[config.mk]
export PLATFORM = sky130hd
export DESIGN_NAME = ball_physics_engine
export DESIGN_NICKNAME = d
export VERILOG_FILES = /design/src/rtl/ball_physics_engine.sv
export SDC_FILE = /design/constraint.sdc
export NUM_CORES = 1
export LEC_CHECK = 0
export CAP_MARGIN = 10
export CORE_MARGIN = 8
export CORE_UTILIZATION = 30
export DETAILED_ROUTE_END_ITERATION = 8
export SLEW_MARGIN = 20
export SYNTH_ARGS = -nofsm -noshare
export SYNTH_HDL_FRONTEND = slang
export SYNTH_SLANG_ARGS = --single-unit
[constraint.sdc]
create_clock -name clk -period 8.4 [get_ports clk]
set_input_delay 1.68 -clock clk [delete_from_list [all_inputs] [get_ports clk]]
set_output_delay 1.68 -clock clk [all_outputs]
set_load 0.01 [all_outputs]
[src/rtl/ball_physics_engine.sv]
// Multi-ball fixed-point physics engine. A tick divider starts a sweep that updates
// one ball per cycle under shared tilt acceleration, with saturation and damped bounce.
module ball_physics_engine #(
    parameter int N_BALLS       = 4,
    parameter int SCREEN_WIDTH  = 400,
    parameter int SCREEN_HEIGHT = 600,
    parameter int BALL_RADIUS   = 20,
    parameter int TICK_DIV      = 16,
    parameter int FRAC_BITS     = 4,
    parameter int VEL_W         = 12,
    parameter int ACCEL_W       = 8,
    parameter int BOUNCE_SHIFT  = 1,
    parameter int MAX_VEL       = 512
) (
    input  logic                        clk,
    input  logic                        arst,
    input  logic                        i_reset_position,
    input  logic [N_BALLS-1:0]          i_reset_mask,
    input  logic signed [ACCEL_W-1:0]   i_accel_x,
    input  logic signed [ACCEL_W-1:0]   i_accel_y,
    input  logic                        i_pause,
    output logic [N_BALLS*9-1:0]        o_ball_x,
    output logic [N_BALLS*10-1:0]       o_ball_y,
    output logic [N_BALLS-1:0]          o_wall_hit,
    output logic                        o_update_done,
    output logic                        o_busy
);
    localparam int SCREEN_MAX = (SCREEN_WIDTH > SCREEN_HEIGHT) ? SCREEN_WIDTH : SCREEN_HEIGHT;
    localparam int POS_W = $clog2(SCREEN_MAX + 1) + 2;
    localparam int CNT_W = $clog2(TICK_DIV);
    localparam int IDX_W = (N_BALLS > 1) ? $clog2(N_BALLS) : 1;

    localparam logic signed [POS_W-1:0] R_POS   = POS_W'(BALL_RADIUS);
    localparam logic signed [POS_W-1:0] HI_X    = POS_W'(SCREEN_WIDTH - BALL_RADIUS);
    localparam logic signed [POS_W-1:0] HI_Y    = POS_W'(SCREEN_HEIGHT - BALL_RADIUS);
    localparam logic signed [POS_W-1:0] START_Y = POS_W'(SCREEN_HEIGHT / 2);
    localparam logic signed [VEL_W:0]   VMAX    = (VEL_W+1)'(MAX_VEL);
    localparam logic signed [VEL_W:0]   VMIN    = (VEL_W+1)'(-MAX_VEL);

    typedef enum logic [1:0] {IDLE, SWEEP, DONE} state_t;

    typedef struct packed {
        logic signed [POS_W-1:0] p;
        logic signed [VEL_W-1:0] v;
        logic                    hit;
    } axis_t;

    function automatic logic signed [VEL_W-1:0] sat_vel(input logic signed [VEL_W:0] v);
        if (v > VMAX) return VMAX[VEL_W-1:0];
        if (v < VMIN) return VMIN[VEL_W-1:0];
        return v[VEL_W-1:0];
    endfunction

    function automatic logic signed [POS_W-1:0] start_x(input int k);
        return POS_W'(SCREEN_WIDTH * (2 * k + 1) / (2 * N_BALLS));
    endfunction

    // One axis of one ball: accelerate, saturate, move, then clamp and bounce at the walls.
    function automatic axis_t axis_step(input logic signed [POS_W-1:0]   p,
                                        input logic signed [VEL_W-1:0]   v,
                                        input logic signed [ACCEL_W-1:0] a,
                                        input logic signed [POS_W-1:0]   hi);
        axis_t r;
        logic signed [VEL_W-1:0] vn;
        logic signed [POS_W-1:0] pn;
        vn = sat_vel({v[VEL_W-1], v} + {{(VEL_W+1-ACCEL_W){a[ACCEL_W-1]}}, a});
        pn = p + POS_W'(vn >>> FRAC_BITS);
        r.p   = pn;
        r.v   = vn;
        r.hit = 1'b0;
        if (pn < R_POS) begin
            r.p   = R_POS;
            r.v   = -(vn >>> BOUNCE_SHIFT);
            r.hit = 1'b1;
        end else if (pn > hi) begin
            r.p   = hi;
            r.v   = -(vn >>> BOUNCE_SHIFT);
            r.hit = 1'b1;
        end
        return r;
    endfunction

    state_t                    state, state_next;
    logic [CNT_W-1:0]          tick_cnt;
    logic [IDX_W-1:0]          idx;
    logic signed [ACCEL_W-1:0] accel_x_l, accel_y_l;
    logic signed [POS_W-1:0]   pos_x [N_BALLS];
    logic signed [POS_W-1:0]   pos_y [N_BALLS];
    logic signed [VEL_W-1:0]   vel_x [N_BALLS];
    logic signed [VEL_W-1:0]   vel_y [N_BALLS];
    logic [N_BALLS-1:0]        wall_hit;
    logic                      tick, start_sweep;
    axis_t                     upd_x, upd_y;

    assign tick        = (tick_cnt == CNT_W'(TICK_DIV - 1)) && !i_pause;
    assign start_sweep = (state == IDLE) && tick;

    always_ff @(posedge clk or posedge arst) begin
        if (arst)                  state <= IDLE;
        else if (i_reset_position) state <= IDLE;
        else                       state <= state_next;
    end

    always_comb begin
        state_next = state;
        case (state)
            IDLE:    if (tick) state_next = SWEEP;
            SWEEP:   if (idx == IDX_W'(N_BALLS - 1)) state_next = DONE;
            DONE:    state_next = IDLE;
            default: state_next = IDLE;
        endcase
    end

    always_comb begin
        o_busy        = (state == SWEEP);
        o_update_done = (state == DONE);
    end

    always_ff @(posedge clk or posedge arst) begin
        if (arst) begin
            tick_cnt <= '0;
            idx      <= '0;
            wall_hit <= '0;
        end else if (i_reset_position) begin
            tick_cnt <= '0;
            idx      <= '0;
            wall_hit <= '0;
        end else begin
            if (!i_pause)
                tick_cnt <= (tick_cnt == CNT_W'(TICK_DIV - 1)) ? '0 : tick_cnt + 1'b1;
            if (start_sweep) begin
                idx      <= '0;
                wall_hit <= '0;
            end else if (state == SWEEP) begin
                idx <= idx + 1'b1;
                if (!i_reset_mask[idx])
                    wall_hit[idx] <= wall_hit[idx] | upd_x.hit | upd_y.hit;
            end
        end
    end

    // Accelerations are frozen for the whole sweep so every ball sees the same tilt.
    always_ff @(posedge clk) begin
        if (start_sweep) begin
            accel_x_l <= i_accel_x;
            accel_y_l <= i_accel_y;
        end
    end

    assign upd_x = axis_step(pos_x[idx], vel_x[idx], accel_x_l, HI_X);
    assign upd_y = axis_step(pos_y[idx], vel_y[idx], accel_y_l, HI_Y);

    always_ff @(posedge clk or posedge arst) begin
        if (arst) begin
            for (int k = 0; k < N_BALLS; k++) begin
                pos_x[k] <= start_x(k);
                pos_y[k] <= START_Y;
                vel_x[k] <= '0;
                vel_y[k] <= '0;
            end
        end else begin
            for (int k = 0; k < N_BALLS; k++) begin
                if (i_reset_position || i_reset_mask[k]) begin
                    pos_x[k] <= start_x(k);
                    pos_y[k] <= START_Y;
                    vel_x[k] <= '0;
                    vel_y[k] <= '0;
                end else if (state == SWEEP && idx == IDX_W'(k)) begin
                    pos_x[k] <= upd_x.p;
                    pos_y[k] <= upd_y.p;
                    vel_x[k] <= upd_x.v;
                    vel_y[k] <= upd_y.v;
                end
            end
        end
    end

    for (genvar k = 0; k < N_BALLS; k++) begin : g_out
        logic unused_hi;
        assign o_ball_x[9*k +: 9]   = pos_x[k][8:0];
        assign o_ball_y[10*k +: 10] = pos_y[k][9:0];
        assign unused_hi = ^{pos_x[k][POS_W-1:9], pos_y[k][POS_W-1:10]};
    end

    assign o_wall_hit = wall_hit;

endmodule
# [Yosys cells after proc, flatten, opt, wreduce, memory -nomap -nowiden]
# Cells that the tools add are included.
[word_totals] elab_cells=158 inputBits=24 regBits=220
[classes] n_eq_ne=10 add_sub_neg=8 bitwise_logic=3 order_cmp=11 n_reduce_logical=21 n_mux=83
[op_table] op="2-to-1 mux 12 bit" n=48
[op_table] op="2-to-1 mux 25 bit" n=4
[op_table] op="binary-select mux 12 bit (select 2 bit)" n=4
[op_table] op="2-to-1 mux 4 bit" n=7
[op_table] op="adder 12 x 8 -> 13 bit" n=2
[op_table] op="greater-than comparator 13 x 11 -> 1 bit (second input constant)" n=2
[op_table] op="less-than comparator 13 x 10 -> 1 bit (second input constant)" n=2
[op_table] op="adder 12 x 8 -> 12 bit" n=2
[op_table] op="less-than comparator 12 x 6 -> 1 bit (second input constant)" n=2
[op_table] op="negation 11 -> 12 bit" n=2
[op_table] op="greater-than comparator 12 x 10 -> 1 bit (second input constant)" n=1
[op_table] op="greater-than comparator 12 x 11 -> 1 bit (second input constant)" n=1
[op_table] op="2-to-1 mux 2 bit" n=6
[op_table] op="2-to-1 mux 1 bit" n=9
[op_table] op="nonzero test 2 bit" n=4
[op_table] op="logical AND 1 bit" n=7
[op_table] op="equality test 2 bit (second input constant)" n=3
[op_table] op="!= test 3 bit (second input constant)" n=2
[op_table] op="adder 4 x 1 -> 4 bit (second input constant)" n=1
[op_table] op="binary-select mux 1 bit (select 2 bit)" n=2
[op_table] op="bitwise mux 4 bit" n=1
[op_table] op="equality test 2 x 1 -> 1 bit (second input constant)" n=2
[op_table] op="equality test 4 bit (second input constant)" n=1
[op_table] op="logical NOT 2 bit" n=2
[op_table] op="other kinds (14)" n=19

# [Longest topological paths before layout]
# Gate-level depths: netlist of run 1.
[depth] word_depth=21 mapped_depth=36

# [Worst setup path after synthesis of run 1]
# OpenSTA, ideal clock, no wires.
[synth_timing] path_kind="reg-to-reg" start="reg idx[0]" end="reg vel_y[1] (netlist bit)" period_less_slack_ns=8.464 stages_incl_launch_ff=33 slack_ns=-0.064 path_buffers=7 arrival_ns=8.332 required_ns=8.268 path_cell_list="dfrtp_1 > clkbuf_1 > buf_1 > clkbuf_1 > clkbuf_1 > mux4_2 > ha_1 > nor2b_1 > o21ai_0 > a21boi_0 > o21a_1 > or2_2 > a31oi_1 > xnor2_1 > o41ai_1 > a32oi_1 > clkbuf_1 > nor2_1 > ha_1 > a21o_1 > a21oi_1 > o21ai_0 > a2111o_1 > a41oi_1 > nand2b_1 > o31ai_1 > a211oi_1 > o31ai_1 > nor2_1 > clkbuf_1 > clkbuf_1 > mux2i_1 > o21ai_0"
[synth_between] elab_chain_len=16
[synth_lines] element="start, declared" line_no="85" text="logic [IDX_W-1:0] idx;"
[synth_lines] element="start signal, assigned" line_no="135" text="idx <= idx + 1'b1;"
[synth_lines] element="NOT 2 -> 3 bit (not written as such)" line_no="151" text="assign upd_y = axis_step(pos_y[idx], vel_y[idx], accel_y_l, HI_Y);"
[synth_lines] element="binary-select mux 12 bit (select 2 bit)" line_no="151"
[synth_lines] element="2-to-1 mux 12 bit (not written as such) (2 in series)" line_no="151"
[synth_lines] element="adder 12 x 8 -> 13 bit" line_no="66" text="vn = sat_vel({v[VEL_W-1], v} + {{(VEL_W+1-ACCEL_W){a[ACCEL_W-1]}}, a});"
[synth_lines] element="less-than comparator 13 x 10 -> 1 bit" line_no="50" text="if (v < VMIN) return VMIN[VEL_W-1:0];"
[synth_lines] element="2-to-1 mux 1 bit (2 in series)" line_no="50"
[synth_lines] element="2-to-1 mux 12 bit" line_no="51" text="return v[VEL_W-1:0];"
[synth_lines] element="2-to-1 mux 12 bit" line_no="50"
[synth_lines] element="adder 12 x 8 -> 12 bit" line_no="67" text="pn = p + POS_W'(vn >>> FRAC_BITS);"
[synth_lines] element="greater-than comparator 12 x 11 -> 1 bit" line_no="75" text="end else if (pn > hi) begin"
[synth_lines] element="2-to-1 mux 25 bit" line_no="75"
[synth_lines] element="2-to-1 mux 25 bit" line_no="71" text="if (pn < R_POS) begin"
[synth_lines] element="2-to-1 mux 12 bit" line_no="168" text="end else if (state == SWEEP && idx == IDX_W'(k)) begin"
[synth_lines] element="2-to-1 mux 12 bit" line_no="163" text="if (i_reset_position || i_reset_mask[k]) begin"
[synth_lines] element="end signal, assigned by index" line_no="172" text="vel_y[k] <= upd_y.v;"
[synth_lines] element="end, declared" line_no="90" text="logic signed [VEL_W-1:0] vel_y [N_BALLS];"
# Parallel ways exist; a longest one is shown, timed or not. The select of a mux whose other input is x is not followed.
# A chain may end at the register's enable or synchronous reset.

# [Worst setup path after layout of run 1]
[layout_timing] start="reg idx[0]" end="reg vel_x[43] (netlist bit)"
[layout_between] elab_chain_len=16
[layout_lines] element="NOT 2 -> 3 bit (not written as such)" line_no="150" text="assign upd_x = axis_step(pos_x[idx], vel_x[idx], accel_x_l, HI_X);"
[layout_lines] element="binary-select mux 12 bit (select 2 bit)" line_no="150"
[layout_lines] element="2-to-1 mux 12 bit (not written as such) (2 in series)" line_no="150"
[layout_lines] element="adder 12 x 8 -> 13 bit" line_no="66"
[layout_lines] element="less-than comparator 13 x 10 -> 1 bit" line_no="50"
[layout_lines] element="2-to-1 mux 1 bit (2 in series)" line_no="50"
[layout_lines] element="2-to-1 mux 12 bit" line_no="51"
[layout_lines] element="2-to-1 mux 12 bit" line_no="50"
[layout_lines] element="adder 12 x 8 -> 12 bit" line_no="67"
[layout_lines] element="greater-than comparator 12 x 10 -> 1 bit" line_no="75"
[layout_lines] element="2-to-1 mux 25 bit" line_no="75"
[layout_lines] element="2-to-1 mux 25 bit" line_no="71"
[layout_lines] element="2-to-1 mux 12 bit" line_no="168"
[layout_lines] element="2-to-1 mux 12 bit" line_no="163"
[layout_lines] element="end signal, assigned by index" line_no="171" text="vel_x[k] <= upd_x.v;"
[layout_lines] element="end, declared" line_no="89" text="logic signed [VEL_W-1:0] vel_x [N_BALLS];"
# Parallel ways exist; a longest one is shown, timed or not. The select of a mux whose other input is x is not followed.

==> flow_summary_export.csv, run 1 <==
group,metric,value,unit
status,run_status,"completed",
global_route,grtUsageTotal,15.4,%
power,p_seq_share,48.4,%
clock_tree,cts.sink_count,220,
route,wire_per_inst,20.5,um
critical_path,r2r-start,"idx[0]$_DFFE_PP0N_",
yosys,ys.flop_type,"dfrtp_1",
sta,fin_worst_skew,12.1,ps
route,first_iter_violations,872,
final_layout,syn_to_final_growth,16.5,%
critical_path,worstPathCellList,"buf_4 -> buf_4 -> mux4_2 -> ha_1 -> and4_1 -> nand2_1 -> a211oi_1 -> nor3_1 -> or4_4 -> o31ai_2 -> buf_4 -> nor2b_1 -> ha_1 -> a21oi_1 -> nor2_1 -> or2_2 -> a2111oi_0 -> a311o_1 -> o31ai_1 -> a32oi_2 -> nand3_4 -> mux2i_1 -> o21ai_0",
power,intPower,1.72,mW
critical_path,critPathMostFrequentCell,"buf_4",
route,drtAntennaViolNets,0,
sta,relSlewSlack,28.0,%
global_route,grt_pass1_wl,61800,um
place,place_congestion,0.909,
yosys,syn_area,13200,sq um
critical_path,arrival,8190,ps
floorplan,die_w,226,um
hold_path,hp-class,"reg -> reg",
clock_tree,clk_path_buf_depth,3,
final_layout,nFillCells,4363,
critical_path,crit_path_top_delay_cell,"dfrtp_4",
final_layout,area.sequential,5630,sq um
power,power.density,144,nW/um^2
yosys,postSynthCellCount,1276,
power,p_switching,0.494,mW
job,cap_violations,0,
route,dr.pass1.iters,5,
global_route,grt_max_degree,142,
clock_tree,cts_buffers,25,
clock_tree,cts_root_buf,"clkbuf_16",
sta,drv_slew,0,
final_layout,drive_gt1_share,15.4,%
critical_path,critPathKind,"reg -> reg",
hold_path,hp-start,"vel_x[15]$_DFFE_PP0P_",
final_layout,multi_input_area,6710,sq um
power,p_leak,6.22,nW
floorplan,row_count,77,
route,drc,0,
yosys,yosys_warnings,0,
final_layout,antenna_cells,0,
clock_tree,ctsHtreeMaxLevel,1,
hold_path,holdPathStages,2,
yosys,seq_area_frac_synth,42.7,%
critical_path,rrSetupSlack,600,ps
clock_tree,insertion_delay,540,ps
yosys,syn_nets,1356,
power,p_clk_share,48.7,%
place,place.port_buffers,105,
clock_tree,cts_setup_buffers,0,
critical_path,worst-r2r-cell-count,23,
floorplan,io_pins,106,
sta,setup_violations,0,
power,swShare,22.3,%
final_layout,fin_nets,1383,
critical_path,startpoint_type,"flop",
sta,fin_crit_sh,92.9,%
power,combPwrFrac,2.9,%
place,place_area,14500,sq um
place,hpwl,27600,um
yosys,synth_edf_count,16,
global_route,grt_pass1_vias,10371,
yosys,ys_async_sr_fraction,92.7,%
sta,tightest_slew,1080,ps
yosys,ys_seq_elements,220,
route,wl,39200,um
critical_path,worstSetupEndpointType,"flop",
yosys,synth_area_per_cell,10.3,sq um
floorplan,fp.dieH,226,um
route,vias,10222,
critical_path,slowest_delay,650,ps
power,vdd_drop_max,0.0000983,V
global_route,overflow,0,
clock_tree,cts_tree,"done",
global_route,antenna_found_initial,0,
sta,fmax,128,MHz
floorplan,dieArea,50900,sq um
critical_path,crit_fanout,21,
sta,fin_tns_setup,0,ps
floorplan,start_util,30.1,%
critical_path,r2r-end,"vel_x[43]$_DFFE_PP0P_",
hold_path,hold_path_end,"vel_x[15]$_DFFE_PP0P_",
critical_path,worstPathRequired,8780,ps
sta,fin_crit,7800,ps
route,vias_per_cell,5.34,
clock_tree,path_clk_slew,60,ps
final_layout,stdcell_area,15400,sq um
yosys,synthDistinctLibCells,86,
sta,hold_viol,0,
floorplan,coreArea,43800,sq um
[metrics by stage]
| step | worst slack, ps | std cells | hold slack [ps] | power, mW | utilization, % |
|---|---|---|---|---|---|
| floorplan | 89.5 | 1276 | 437 | 1.12 | - |
| global placement | 505 | 1867 | 458 | 1.16 | 33.1 |
| detailed placement | 440 | 1868 | 462 | 1.16 | 33.1 |
| CTS | 372 | 1913 | 476 | 2.25 | 34.9 |
| global route | -0.670 | 1913 | 494 | 2.29 | 35.0 |
| finish | 595 | 1913 | 472 | 2.22 | 35.0 |
[synthesized netlist by cell type (10+ instances only)]
library cell / n / share of area [%]
o21a_1: 10 / 0.57
mux4_2: 50 / 8.5
nand3_1: 12 / 0.46
dfstp_2: 35 / 7.0
buf_1: 13 / 0.37
a21oi_1: 57 / 2.2
buf_4: 76 / 4.3
nand2_1: 134 / 3.8
o22a_1: 17 / 1.1
inv_1: 45 / 1.3
a21o_1: 13 / 0.74
o31ai_1: 11 / 0.63
and2_1: 32 / 1.5
a32o_1: 11 / 0.84
xnor2_1: 26 / 1.7
clkbuf_1: 45 / 1.3
or2_2: 10 / 0.47
ha_1: 52 / 4.9
dfrtp_1: 169 / 32
o21ai_0: 112 / 4.3
nor2b_1: 16 / 0.76
a22o_1: 40 / 2.7
a211oi_1: 13 / 0.74
nor2_1: 73 / 2.1
nand2b_1: 15 / 0.71
edfxtp_1: 16 / 3.6
mux2i_1: 11 / 0.84
nor3_1: 17 / 0.65
[flip-flops by register name (all words and copies together), names as in the netlist]
name,flops
o_wall_hit,4
vel_x,48
o_ball_y,40
state,2
vel_y,48
pos_x,12
idx,2
pos_y,8
tick_cnt,4
o_ball_x,36
accel_x_l,8
accel_y_l,8
[cells in the final DEF, fill, tap and decap left out, types with 26 or more instances in the layout]
cell type,instances
a21oi_1,57
a22o_1,40
and2_1,32
buf_4,30
clkbuf_16,26
clkdlybuf4s50_1,105
dfrtp_1,167
dfstp_2,35
ha_1,52
inv_1,44
mux4_2,50
nand2_1,134
nor2_1,73
o21ai_0,111
[power by group through the flow]
stage,clock network [mW],logic [mW],registers (mW)
finish,1.08,0.0643,1.07
global route,1.15,0.0706,1.07
CTS,1.11,0.0657,1.07
detailed placement,0,0.0655,1.09
global placement,0,0.0652,1.09
floorplan,0,0.0308,1.09
[timing repair]
item                                    CTS  global route
endpoints found under the setup margin    0            87
hold buffers                              0             0
gates resized for setup                   0             8
[routing by layer]
layer | vias to the layer above | wire [um] | global-route usage [%]
li1 | 4657 | - | -
met1 | 5149 | 17600 | 21.6
met2 | 357 | 17900 | 23.9
met3 | 59 | 2520 | 2.43
met4 | 0 | 1090 | 4.95
met5 | - | 0 | 0
[worst max path at each step]
stage                     cells after the start          startpoint                  endpoint  slack, ps
final                                        23  idx[0]$_DFFE_PP0N_     vel_x[43]$_DFFE_PP0P_        600
after global routing                         27  idx[0]$_DFFE_PP0N_     vel_y[20]$_DFFE_PP0P_       -0.7
after CTS                                    27  idx[0]$_DFFE_PP0N_      vel_y[8]$_DFFE_PP0P_        370
after detailed placement                     25  idx[0]$_DFFE_PP0N_   o_ball_x[5]$_DFFE_PP1P_        440
after global placement                       23  idx[0]$_DFFE_PP0N_  o_ball_x[32]$_DFFE_PP0P_        500
after floorplan                              32  idx[0]$_DFFE_PP0N_      vel_y[1]$_DFFE_PP0P_         90
[worst max-delay path: cells and delay by family (launching register included)]
| family | cells | cell delay, ps |
|---|---|---|
| adder cells (fa/ha/maj) | 2 | 730 |
| flip-flops | 1 | 650 |
| buffers and inverters | 3 | 1140 |
| AND/OR/NAND/NOR | 8 | 2220 |
| multiplexers | 2 | 1050 |
| AO/OA/AOI/OAI | 8 | 1850 |
[area by class of cell]
type / count / area share (%)
clock buffer: 37 / 4.77
clock inverter: 8 / 0.513
inverter: 45 / 1.15
multi-input combinational: 875 / 43.7
sequential: 220 / 36.7
tap: 592 / 4.82
timing repair buffer: 136 / 8.38
[cell families after synthesis]
| logic type | share of synthesized area [%] |
|---|---|
| XOR/XNOR | 2.50 |
| adder cells (fa/ha/maj) | 5.54 |
| AO/OA/AOI/OAI | 18.8 |
| buffers and inverters | 7.38 |
| flip-flops | 42.7 |
| multiplexers | 9.99 |
| AND/OR/NAND/NOR | 13.1 |
No activity file was read; power rests on OpenSTA's default activity.
==> inputs of run 2 (changes only) <==
--- a/config.mk
+++ b/config.mk
@@ -5,7 +5,7 @@
 export SDC_FILE = /design/constraint.sdc
 export NUM_CORES = 1
 export LEC_CHECK = 0
-export CAP_MARGIN = 10
+export CAP_MARGIN = 20
 export CORE_MARGIN = 8
 export CORE_UTILIZATION = 30
 export DETAILED_ROUTE_END_ITERATION = 8
==> results of run 2 <==
No change in the layout: final DEF, timing and power equal those of run 1.
